--- config.mk ---
export PLATFORM = sky130hd
export DESIGN_NAME = uart_pixel_framer_flat
export DESIGN_NICKNAME = d
export VERILOG_FILES = /design/src/rtl/uart_pixel_framer_if.sv /design/src/rtl/uart_pixel_framer.sv /design/src/flat_wrapper.sv
export SDC_FILE = /design/constraint.sdc
export NUM_CORES = 1
export LEC_CHECK = 0
export BUFFER_PORTS_ARGS = -buffer_cell sky130_fd_sc_hd__buf_2
export CORE_ASPECT_RATIO = 2
export CORE_MARGIN = 4
export CORE_UTILIZATION = 55
export CTS_BUF_LIST = sky130_fd_sc_hd__clkbuf_2 sky130_fd_sc_hd__clkbuf_4 sky130_fd_sc_hd__clkbuf_8
export DETAILED_ROUTE_END_ITERATION = 10
export GPL_ROUTABILITY_DRIVEN = 0
export PLACE_DENSITY = 0.73
export SETUP_SLACK_MARGIN = 0.1
export SYNTH_ARGS = -nofsm -noshare
export SYNTH_HDL_FRONTEND = slang
export SYNTH_SLANG_ARGS = --single-unit
--- constraint.sdc ---
create_clock -name clk -period 4.4 [get_ports clk]
set_clock_uncertainty 0.05 [all_clocks]
set_input_delay 0.88 -clock clk [delete_from_list [all_inputs] [get_ports clk]]
set_output_delay 0.88 -clock clk [all_outputs]
set_load 0.1 [all_outputs]
--- src/rtl/uart_pixel_framer_if.sv ---
// rtl/uart_pixel_framer_if.sv - byte input and pixel output bundle for uart_pixel_framer
interface uart_pixel_framer_if #(
    parameter int CHANNELS = 1
);
    logic [7:0]            rx_data;
    logic                  rx_valid;
    logic [8*CHANNELS-1:0] pix_data;
    logic                  pix_valid;
    logic                  pix_ready;
    logic                  pix_sof;
    logic                  pix_eol;
    logic                  pix_eof;

    modport master (
        output rx_data, rx_valid, pix_ready,
        input  pix_data, pix_valid, pix_sof, pix_eol, pix_eof
    );

    modport slave (
        input  rx_data, rx_valid, pix_ready,
        output pix_data, pix_valid, pix_sof, pix_eol, pix_eof
    );
endinterface

--- src/rtl/uart_pixel_framer.sv ---
// rtl/uart_pixel_framer.sv - sync-hunting byte-to-pixel framer with geometry tags and pixel FIFO
module uart_pixel_framer #(
    parameter int         WIDTH      = 512,
    parameter int         HEIGHT     = 512,
    parameter int         CHANNELS   = 1,
    parameter int         FIFO_DEPTH = 16,
    parameter int         TIMEOUT    = 50000,
    parameter logic [7:0] SYNC0      = 8'hA5,
    parameter logic [7:0] SYNC1      = 8'h5A
) (
    input  logic                clk,
    input  logic                rst,
    uart_pixel_framer_if.slave  bus,
    output logic                busy,
    output logic                err_overrun,
    output logic                err_timeout,
    input  logic                err_clr
);
    localparam int PW = 8 * CHANNELS;
    localparam int EW = PW + 3;
    localparam int XW = (WIDTH > 1) ? $clog2(WIDTH) : 1;
    localparam int YW = (HEIGHT > 1) ? $clog2(HEIGHT) : 1;
    localparam int BW = (CHANNELS > 1) ? $clog2(CHANNELS) : 1;
    localparam int AW = $clog2(FIFO_DEPTH);
    localparam int IW = $clog2(TIMEOUT + 1);

    localparam logic [XW-1:0] X_LAST   = XW'(WIDTH - 1);
    localparam logic [YW-1:0] Y_LAST   = YW'(HEIGHT - 1);
    localparam logic [BW-1:0] B_LAST   = BW'(CHANNELS - 1);
    localparam logic [IW-1:0] I_LAST   = IW'(TIMEOUT - 1);
    localparam logic [AW:0]   FULL_CNT = (AW + 1)'(FIFO_DEPTH);

    typedef enum logic [1:0] {
        HUNT0   = 2'd0,
        HUNT1   = 2'd1,
        PAYLOAD = 2'd2
    } state_t;

    state_t        r_state;
    logic [XW-1:0] r_x;
    logic [YW-1:0] r_y;
    logic [BW-1:0] r_bidx;
    logic [PW-1:0] r_pack;
    logic [IW-1:0] r_idle;
    logic          r_overrun;
    logic          r_timeout;

    logic [EW-1:0] r_mem [FIFO_DEPTH];
    logic [AW-1:0] r_wptr;
    logic [AW-1:0] r_rptr;
    logic [AW:0]   r_count;

    logic [PW-1:0] w_pixel;
    logic [EW-1:0] w_head;
    logic          w_complete;
    logic          w_sof;
    logic          w_eol;
    logic          w_eof;
    logic          w_empty;
    logic          w_full;
    logic          w_pop;
    logic          w_push;
    logic          w_drop;
    logic          w_abort;

    // The completing byte goes straight into the pushed word, so a pixel is visible one cycle later.
    always_comb begin
        w_pixel = r_pack;
        for (int l = 0; l < CHANNELS; l++) begin
            if (r_bidx == BW'(l)) begin
                w_pixel[8*l +: 8] = bus.rx_data;
            end
        end
    end

    assign w_complete = bus.rx_valid && (r_state == PAYLOAD) && (r_bidx == B_LAST);
    assign w_sof      = (r_x == '0) && (r_y == '0);
    assign w_eol      = (r_x == X_LAST);
    assign w_eof      = w_eol && (r_y == Y_LAST);

    assign w_empty = (r_count == '0);
    assign w_full  = (r_count == FULL_CNT);
    assign w_pop   = !w_empty && bus.pix_ready;
    assign w_push  = w_complete && (!w_full || w_pop);
    assign w_drop  = w_complete && w_full && !w_pop;
    assign w_abort = !bus.rx_valid && (r_state != HUNT0) && (r_idle == I_LAST);

    always_ff @(posedge clk) begin
        if (rst) begin
            r_state <= HUNT0;
            r_x     <= '0;
            r_y     <= '0;
            r_bidx  <= '0;
            r_pack  <= '0;
            r_idle  <= '0;
        end else begin
            if (bus.rx_valid || (r_state == HUNT0) || w_abort) begin
                r_idle <= '0;
            end else begin
                r_idle <= r_idle + 1'b1;
            end

            case (r_state)
                HUNT0: begin
                    if (bus.rx_valid && (bus.rx_data == SYNC0)) begin
                        r_state <= HUNT1;
                    end
                end
                HUNT1: begin
                    if (bus.rx_valid) begin
                        if (bus.rx_data == SYNC1) begin
                            r_state <= PAYLOAD;
                            r_x     <= '0;
                            r_y     <= '0;
                            r_bidx  <= '0;
                        end else if (bus.rx_data != SYNC0) begin
                            r_state <= HUNT0;
                        end
                    end else if (w_abort) begin
                        r_state <= HUNT0;
                    end
                end
                PAYLOAD: begin
                    if (bus.rx_valid) begin
                        r_pack <= w_pixel;
                        if (r_bidx == B_LAST) begin
                            // Geometry advances even for a dropped pixel so later tags stay aligned.
                            r_bidx <= '0;
                            if (w_eol) begin
                                r_x <= '0;
                                r_y <= r_y + 1'b1;
                                if (w_eof) begin
                                    r_state <= HUNT0;
                                end
                            end else begin
                                r_x <= r_x + 1'b1;
                            end
                        end else begin
                            r_bidx <= r_bidx + 1'b1;
                        end
                    end else if (w_abort) begin
                        r_state <= HUNT0;
                        r_bidx  <= '0;
                    end
                end
                default: begin
                    r_state <= HUNT0;
                end
            endcase
        end
    end

    always_ff @(posedge clk) begin
        if (w_push) begin
            r_mem[r_wptr] <= {w_eof, w_eol, w_sof, w_pixel};
        end
    end

    always_ff @(posedge clk) begin
        if (rst) begin
            r_wptr  <= '0;
            r_rptr  <= '0;
            r_count <= '0;
        end else begin
            if (w_push) begin
                r_wptr <= r_wptr + 1'b1;
            end
            if (w_pop) begin
                r_rptr <= r_rptr + 1'b1;
            end
            case ({w_push, w_pop})
                2'b10:   r_count <= r_count + 1'b1;
                2'b01:   r_count <= r_count - 1'b1;
                default: r_count <= r_count;
            endcase
        end
    end

    // A new error event outranks a clear arriving in the same cycle.
    always_ff @(posedge clk) begin
        if (rst) begin
            r_overrun <= 1'b0;
            r_timeout <= 1'b0;
        end else begin
            if (w_drop) begin
                r_overrun <= 1'b1;
            end else if (err_clr) begin
                r_overrun <= 1'b0;
            end
            if (w_abort) begin
                r_timeout <= 1'b1;
            end else if (err_clr) begin
                r_timeout <= 1'b0;
            end
        end
    end

    assign w_head = r_mem[r_rptr];

    assign bus.pix_valid = !w_empty;
    assign bus.pix_data  = w_empty ? '0 : w_head[PW-1:0];
    assign bus.pix_sof   = !w_empty && w_head[PW];
    assign bus.pix_eol   = !w_empty && w_head[PW+1];
    assign bus.pix_eof   = !w_empty && w_head[PW+2];

    assign busy        = (r_state != HUNT0) || !w_empty;
    assign err_overrun = r_overrun;
    assign err_timeout = r_timeout;
endmodule

--- src/flat_wrapper.sv ---
// flat-port wrapper written by rule: the top's interface ports become plain ports
module uart_pixel_framer_flat 
#(
    parameter int         WIDTH      = 512,
    parameter int         HEIGHT     = 512,
    parameter int         CHANNELS   = 1,
    parameter int         FIFO_DEPTH = 16,
    parameter int         TIMEOUT    = 50000,
    parameter logic [7:0] SYNC0      = 8'hA5,
    parameter logic [7:0] SYNC1      = 8'h5A
)
  (clk, rst, busy, err_overrun, err_timeout, err_clr, bus_rx_data, bus_rx_valid, bus_pix_ready, bus_pix_data, bus_pix_valid, bus_pix_sof, bus_pix_eol, bus_pix_eof);
  uart_pixel_framer_if #(.CHANNELS(CHANNELS)) bus_i ();
  input  logic clk;
  input  logic rst;
  output logic busy;
  output logic err_overrun;
  output logic err_timeout;
  input  logic err_clr;
  input wire logic [$bits(bus_i.rx_data)-1:0] bus_rx_data;
  input wire logic [$bits(bus_i.rx_valid)-1:0] bus_rx_valid;
  input wire logic [$bits(bus_i.pix_ready)-1:0] bus_pix_ready;
  output wire logic [$bits(bus_i.pix_data)-1:0] bus_pix_data;
  output wire logic [$bits(bus_i.pix_valid)-1:0] bus_pix_valid;
  output wire logic [$bits(bus_i.pix_sof)-1:0] bus_pix_sof;
  output wire logic [$bits(bus_i.pix_eol)-1:0] bus_pix_eol;
  output wire logic [$bits(bus_i.pix_eof)-1:0] bus_pix_eof;
  assign bus_i.rx_data = bus_rx_data;
  assign bus_i.rx_valid = bus_rx_valid;
  assign bus_i.pix_ready = bus_pix_ready;
  assign bus_pix_data = bus_i.pix_data;
  assign bus_pix_valid = bus_i.pix_valid;
  assign bus_pix_sof = bus_i.pix_sof;
  assign bus_pix_eol = bus_i.pix_eol;
  assign bus_pix_eof = bus_i.pix_eof;
  uart_pixel_framer #(.WIDTH(WIDTH), .HEIGHT(HEIGHT), .CHANNELS(CHANNELS), .FIFO_DEPTH(FIFO_DEPTH), .TIMEOUT(TIMEOUT), .SYNC0(SYNC0), .SYNC1(SYNC1)) u_core (.clk(clk), .rst(rst), .bus(bus_i), .busy(busy), .err_overrun(err_overrun), .err_timeout(err_timeout), .err_clr(err_clr));
endmodule
After elaboration in Yosys (flattened, before gate mapping). Memories as Yosys holds them, arrays and structs flattened. A register that Yosys moved wholly into a read port is not among the register bits. Cells that the tools add are included.

Register bits after elaboration: 60. Latch bits: 0. RAM bits: 176. Memory bits (read-only): 0. Memories kept: 1.

Memories: u_core.r_mem (depth 16, bits a word 11, rd ports 1, clocked after memory_dff 1, wr ports 1, line uart_pixel_framer.sv:48) `logic [EW-1:0] r_mem [FIFO_DEPTH];`.

Add/subtract/negate cells: 8. $mul: 0. Divide/modulo/power cells: 0. $lt $le $gt $ge: 0. Equal/unequal tests: 22. Shift operators: 0. Multiplexer cells: 36. Bitwise logic cells: 1. Reductions and logical operators: 37.

Operators by type and width (count): $mux W9 (8); $pmux W9 S2 (2); $add A9 B1 Y9 const B (2); $eq A9 B9 Y1 const B (2); $logic_not A9 Y1 (2); $mux W2 (9); $add A16 B1 Y16 const B (1); $eq A16 B16 Y1 const B (1); $mux W8 (2); $logic_and A1 B1 Y1 (14); $mux W1 (10); $pmux W5 S2 (1); $reduce_and A5 Y1 (2); $reduce_bool A2 Y1 (5); $ne A3 B2 Y1 const B (3); $add A4 B1 Y4 const B (2); $eq A8 B7 Y1 const B (1); $eq A8 B8 Y1 const B (1); $mux W4 (2); $ne A2 B2 Y1 const B (4); $ne A8 B8 Y1 const B (1); $pmux W2 S3 (1); $reduce_and A6 Y1 (1); $add A5 B1 Y5 const B (1); 17 further kinds (26).

Logic depth before layout (Yosys ltp).
Depth after elaboration: 7. Gate-level depth with buffers: 14. Gate-level depth less buffers: 13.

Least setup slack after synthesis. No wires, ideal clock.

Path kind: input to register. Start point: input bus_rx_valid. End point: register u_core.r_count[4]. Library setup time: 0.121 ns. Data arrival time: 3.271 ns. Required time: 4.229 ns. Slack: 0.958 ns. Stages on the path: 13. Buffers on the path: 2. Cell sequence: clkbuf_1 nand2_1 a31oi_2 inv_1 ha_1 clkbuf_1 xor2_1 ha_1 a211o_1 nand2_1 nand3b_1 a31oi_1 mux2_2.

Longest elaborated chain between the ends: 5.

Ends and longest elaborated chain: start, declared (line flat_wrapper.sv:21) `input wire logic [$bits(bus_i.rx_valid)-1:0] bus_rx_valid;`; $logic_and A1 B1 Y1 * (2 in series) (line uart_pixel_framer.sv:76) `assign w_complete = bus.rx_valid && (r_state == PAYLOAD) && (r_bidx == B_LAST);`; $logic_and A1 B1 Y1 * (line uart_pixel_framer.sv:84) `assign w_push = w_complete && (!w_full || w_pop);`; $eq A2 B1 Y1 or $eq A2 B2 Y1 (tied branches) (line uart_pixel_framer.sv:171) `case ({w_push, w_pop})`; $pmux W5 S2 or $reduce_bool A2 Y1 (tied branches); end signal, assigned (line uart_pixel_framer.sv:172) `2'b10: r_count <= r_count + 1'b1;`; end signal, assigned (line uart_pixel_framer.sv:173) `2'b01: r_count <= r_count - 1'b1;`; end signal, assigned (line uart_pixel_framer.sv:174) `default: r_count <= r_count;`; end, declared (line uart_pixel_framer.sv:51) `logic [AW:0] r_count;`.

Mark *: on every way between the ends. The rest lies on a longest branch, timed or not. A chain may end at the register's enable or synchronous reset.

==> impl_metrics.py <==
metrics = {
    "placement": {
        "io_buffer_count": 27,
        "hpwlAfterDp_um": 12960,
        "placement.cell_area_mm2": 0.01011,
        "dp_cells": 834,
        "dp_slack_ns": 0.7940,
    },
    "final_layout": {
        "mostFrequentLayoutCell": "edfxtp_1",
        "final_core_util_pct": 62.04,
        "final_cells": 888,
        "n_fill_cell": 1283,
        "final_cell_area_mm2": 0.01072,
        "syn_to_final_growth_pct": 10.52,
        "num_antenna_cells": 0,
        "final_nets": 689,
        "final_cell_mix": "176 x edfxtp_1, 64 x nor2_1, 53 x dfxtp_1, 33 x clkbuf_8, 31 x mux4_2",
        "drive_gt1_share_pct": 20.80,
    },
    "sta": {
        "finalSetupTns_ns": 0,
        "timing.hold.ws_ns": 0.4115,
        "finalSetupViolations": 0,
        "fin_crit_sh_pct": 86.98,
        "final_hold_viol_count": 0,
        "setup_ws_ns": 0.5730,
        "slew_violations": 0,
        "period_needed_ns": 3.827,
        "clock.fmax_mhz": 261.3,
        "relSlewSlack_pct": 34.12,
        "grt_setup_unrepaired": "no",
        "worst_slew_pin_slew_ns": 0.9846,
    },
    "logic_synthesis": {
        "synth_area_mm2": 0.009696,
        "ys_types": 54,
        "yosys-top-cells-area": "edfxtp_1 55%, dfxtp_1 11%, mux4_2 7.2%",
        "yosysTopAreaCell": "edfxtp_1",
        "seq_area_frac_synth_pct": 65.87,
        "synth_nets": 639,
        "syn_area_per_cell_um2": 16.00,
        "netlist_instances": 606,
        "synth_seq_cells": 231,
        "synth-edff-count": 176,
        "ys_warn_count": 0,
        "async_flop_share_pct": 0,
        "synthFlopType": "edfxtp_1",
        "synth_top_area_share_pct": 54.51,
    },
    "worst_setup_path": {
        "worstSetupEndpointType": "output pin",
        "worstPathMaxFanout": 26,
        "r2r_start": "u_core.r_state[0]$_SDFFE_PP0P_",
        "r2r_cells": 13,
        "r2r_slack_ns": 1.11,
        "cp.required_ns": 3.47,
        "r2r-end": "u_core.r_count[4]$_SDFFE_PP0P_",
        "critPathArrivalTime_ns": 2.90,
        "worstSetupPathType": "reg -> out",
        "critPathLaunchType": "register",
    },
    "cts": {
        "clk_path_buf_depth": 3,
        "clockRootBuffer": "clkbuf_8",
        "cts.sinks": 231,
        "cts_resized": 0,
        "tritoncts": "done",
        "clk_pin_slew_ns": 0.06,
        "cts_buffers": 30,
        "cts_hold_buffers": 0,
        "htreeDepth": 1,
        "cts_setup_buffers": 0,
        "clkLatencyLatePin_ns": 0.56,
    },
    "floorplanning": {
        "die-area_mm2": 0.01995,
        "io_pins": 28,
        "initial_core_util_pct": 56.14,
        "die_x_um": 101.9,
        "core_mm2": 0.01727,
        "num_rows": 68,
        "die_h_um": 195.8,
    },
    "pwr": {
        "p_per_area_mw_per_mm2": 374.3,
        "power_mw": 4.011,
        "ir_worst_vdd_mv": 0.2489,
        "power.leakage_nw": 3.647,
    },
    "route": {
        "wl_met3_um": 886,
        "routed_wl_um": 19320,
        "wl_per_cell_um": 21.76,
        "met2_length_um": 11110,
        "maxUsedRoutingLayer": "met4",
        "drc": 0,
        "dr.pass1.iters": 4,
        "num_vias": 5370,
        "met1_length_um": 6798,
        "drt_iter0_markers": 336,
        "vias_per_cell": 6.047,
        "drtAntennaViolNets": 0,
    },
    "global_route": {
        "grt_first_pass_wirelength_um": 30260,
        "grt_max_degree": 45,
        "grt_antenna_before_repair": 0,
        "grt_pass1_vias": 5518,
        "grt_use_total_pct": 20.02,
        "gr-total-overflow": 0,
    },
    "worst_hold_path": {
        "whs_path_depth": 1,
        "hold_end": "u_core.r_idle[0]$_SDFF_PP0_",
        "hp-start": "u_core.r_idle[0]$_SDFF_PP0_",
        "hold_class": "reg -> reg",
    },
    "run_status": {
        "outcome": "finished clean",
    },
    "flow_run": {
        "max_cap_viol_count": 0,
    },
}
layout make-up:
type / instances / area (um2) / share of cell area, %
Clock inverter: 10 / 68.82 / 0.6422
Clock buffer: 44 / 536.8 / 5.009
Inverter: 17 / 63.81 / 0.5955
Timing Repair Buffer: 42 / 260.3 / 2.429
Multi-Input combinational cell: 334 / 3134 / 29.25
Sequential cell: 231 / 6389 / 59.62
Tap cell: 210 / 262.8 / 2.452
power breakdown:
group | internal [mW] | total [mW] | switching [mW]
registers | 2.35 | 2.35 | 0.00427
clock network | 0.838 | 1.57 | 0.728
logic | 0.0201 | 0.0938 | 0.0737
total | 3.20 | 4.01 | 0.806
cells by family (layout without fill, tap and decap cells):
logic type,after synthesis,after routing,share of synthesized area [%]
xor+xnor,37,37,3.342
simple gates,184,184,9.640
mux,58,58,14.03
fa+ha+maj,20,20,2.581
compound gates,35,35,2.426
buf+inv,41,113,2.116
flops,231,231,65.87
state kept, by name (all words and copies together) (netlist names), named ones only:
name and cells:
u_core.r_count 5, u_core.r_state 2, u_core.r_y 9, u_core.r_rptr 4, u_core.r_mem 176, u_core.err_timeout 1
u_core.err_overrun 1, u_core.r_wptr 4, u_core.r_idle 16, u_core.r_x 9
worst max-delay path, cell delays in order, from the launching register on:
cell     delay (ns)
dfxtp_2        0.73
buf_4          0.33
mux4_2         0.34
mux4_2         0.48
and2_1         0.16
buf_2          0.28
layer usage:
| metal | global-route usage (%) | up-vias |
|---|---|---|
| met2 | 37.71 | 167 |
| met5 | 0 | - |
| met1 | 22.93 | 2717 |
| met3 | 2.349 | 37 |
| li1 | - | 2449 |
| met4 | 6.715 | 0 |
cells in the mapped netlist, types with 3 or more instances:
master	number
a21oi_1	11
and2_1	12
and3_1	7
buf_2	5
buf_6	4
clkbuf_1	13
dfxtp_1	55
edfxtp_1	176
ha_1	20
inv_1	17
mux4_1	24
mux4_2	31
nand2_1	27
nand2b_1	5
nand3_1	15
nand4_1	13
nor2_1	68
nor3_1	11
nor3b_1	3
nor4_1	5
nor4bb_1	3
o21ai_0	4
o31ai_1	3
xnor2_1	17
xor2_1	20
worst max-delay path by stage:
stage               cells after the start                        endpoint    startpoint
floorplan                              13  u_core.r_count[4]$_SDFFE_PP0P_  bus_rx_valid
finish                                  5                 bus_pix_data[6]      register
global route                            5                 bus_pix_data[6]      register
detailed placement                     12  u_core.r_count[4]$_SDFFE_PP0P_  bus_rx_valid
global placement                       12  u_core.r_count[4]$_SDFFE_PP0P_  bus_rx_valid
CTS                                     5                 bus_pix_data[6]      register
Power figures use the tool's default switching activity.
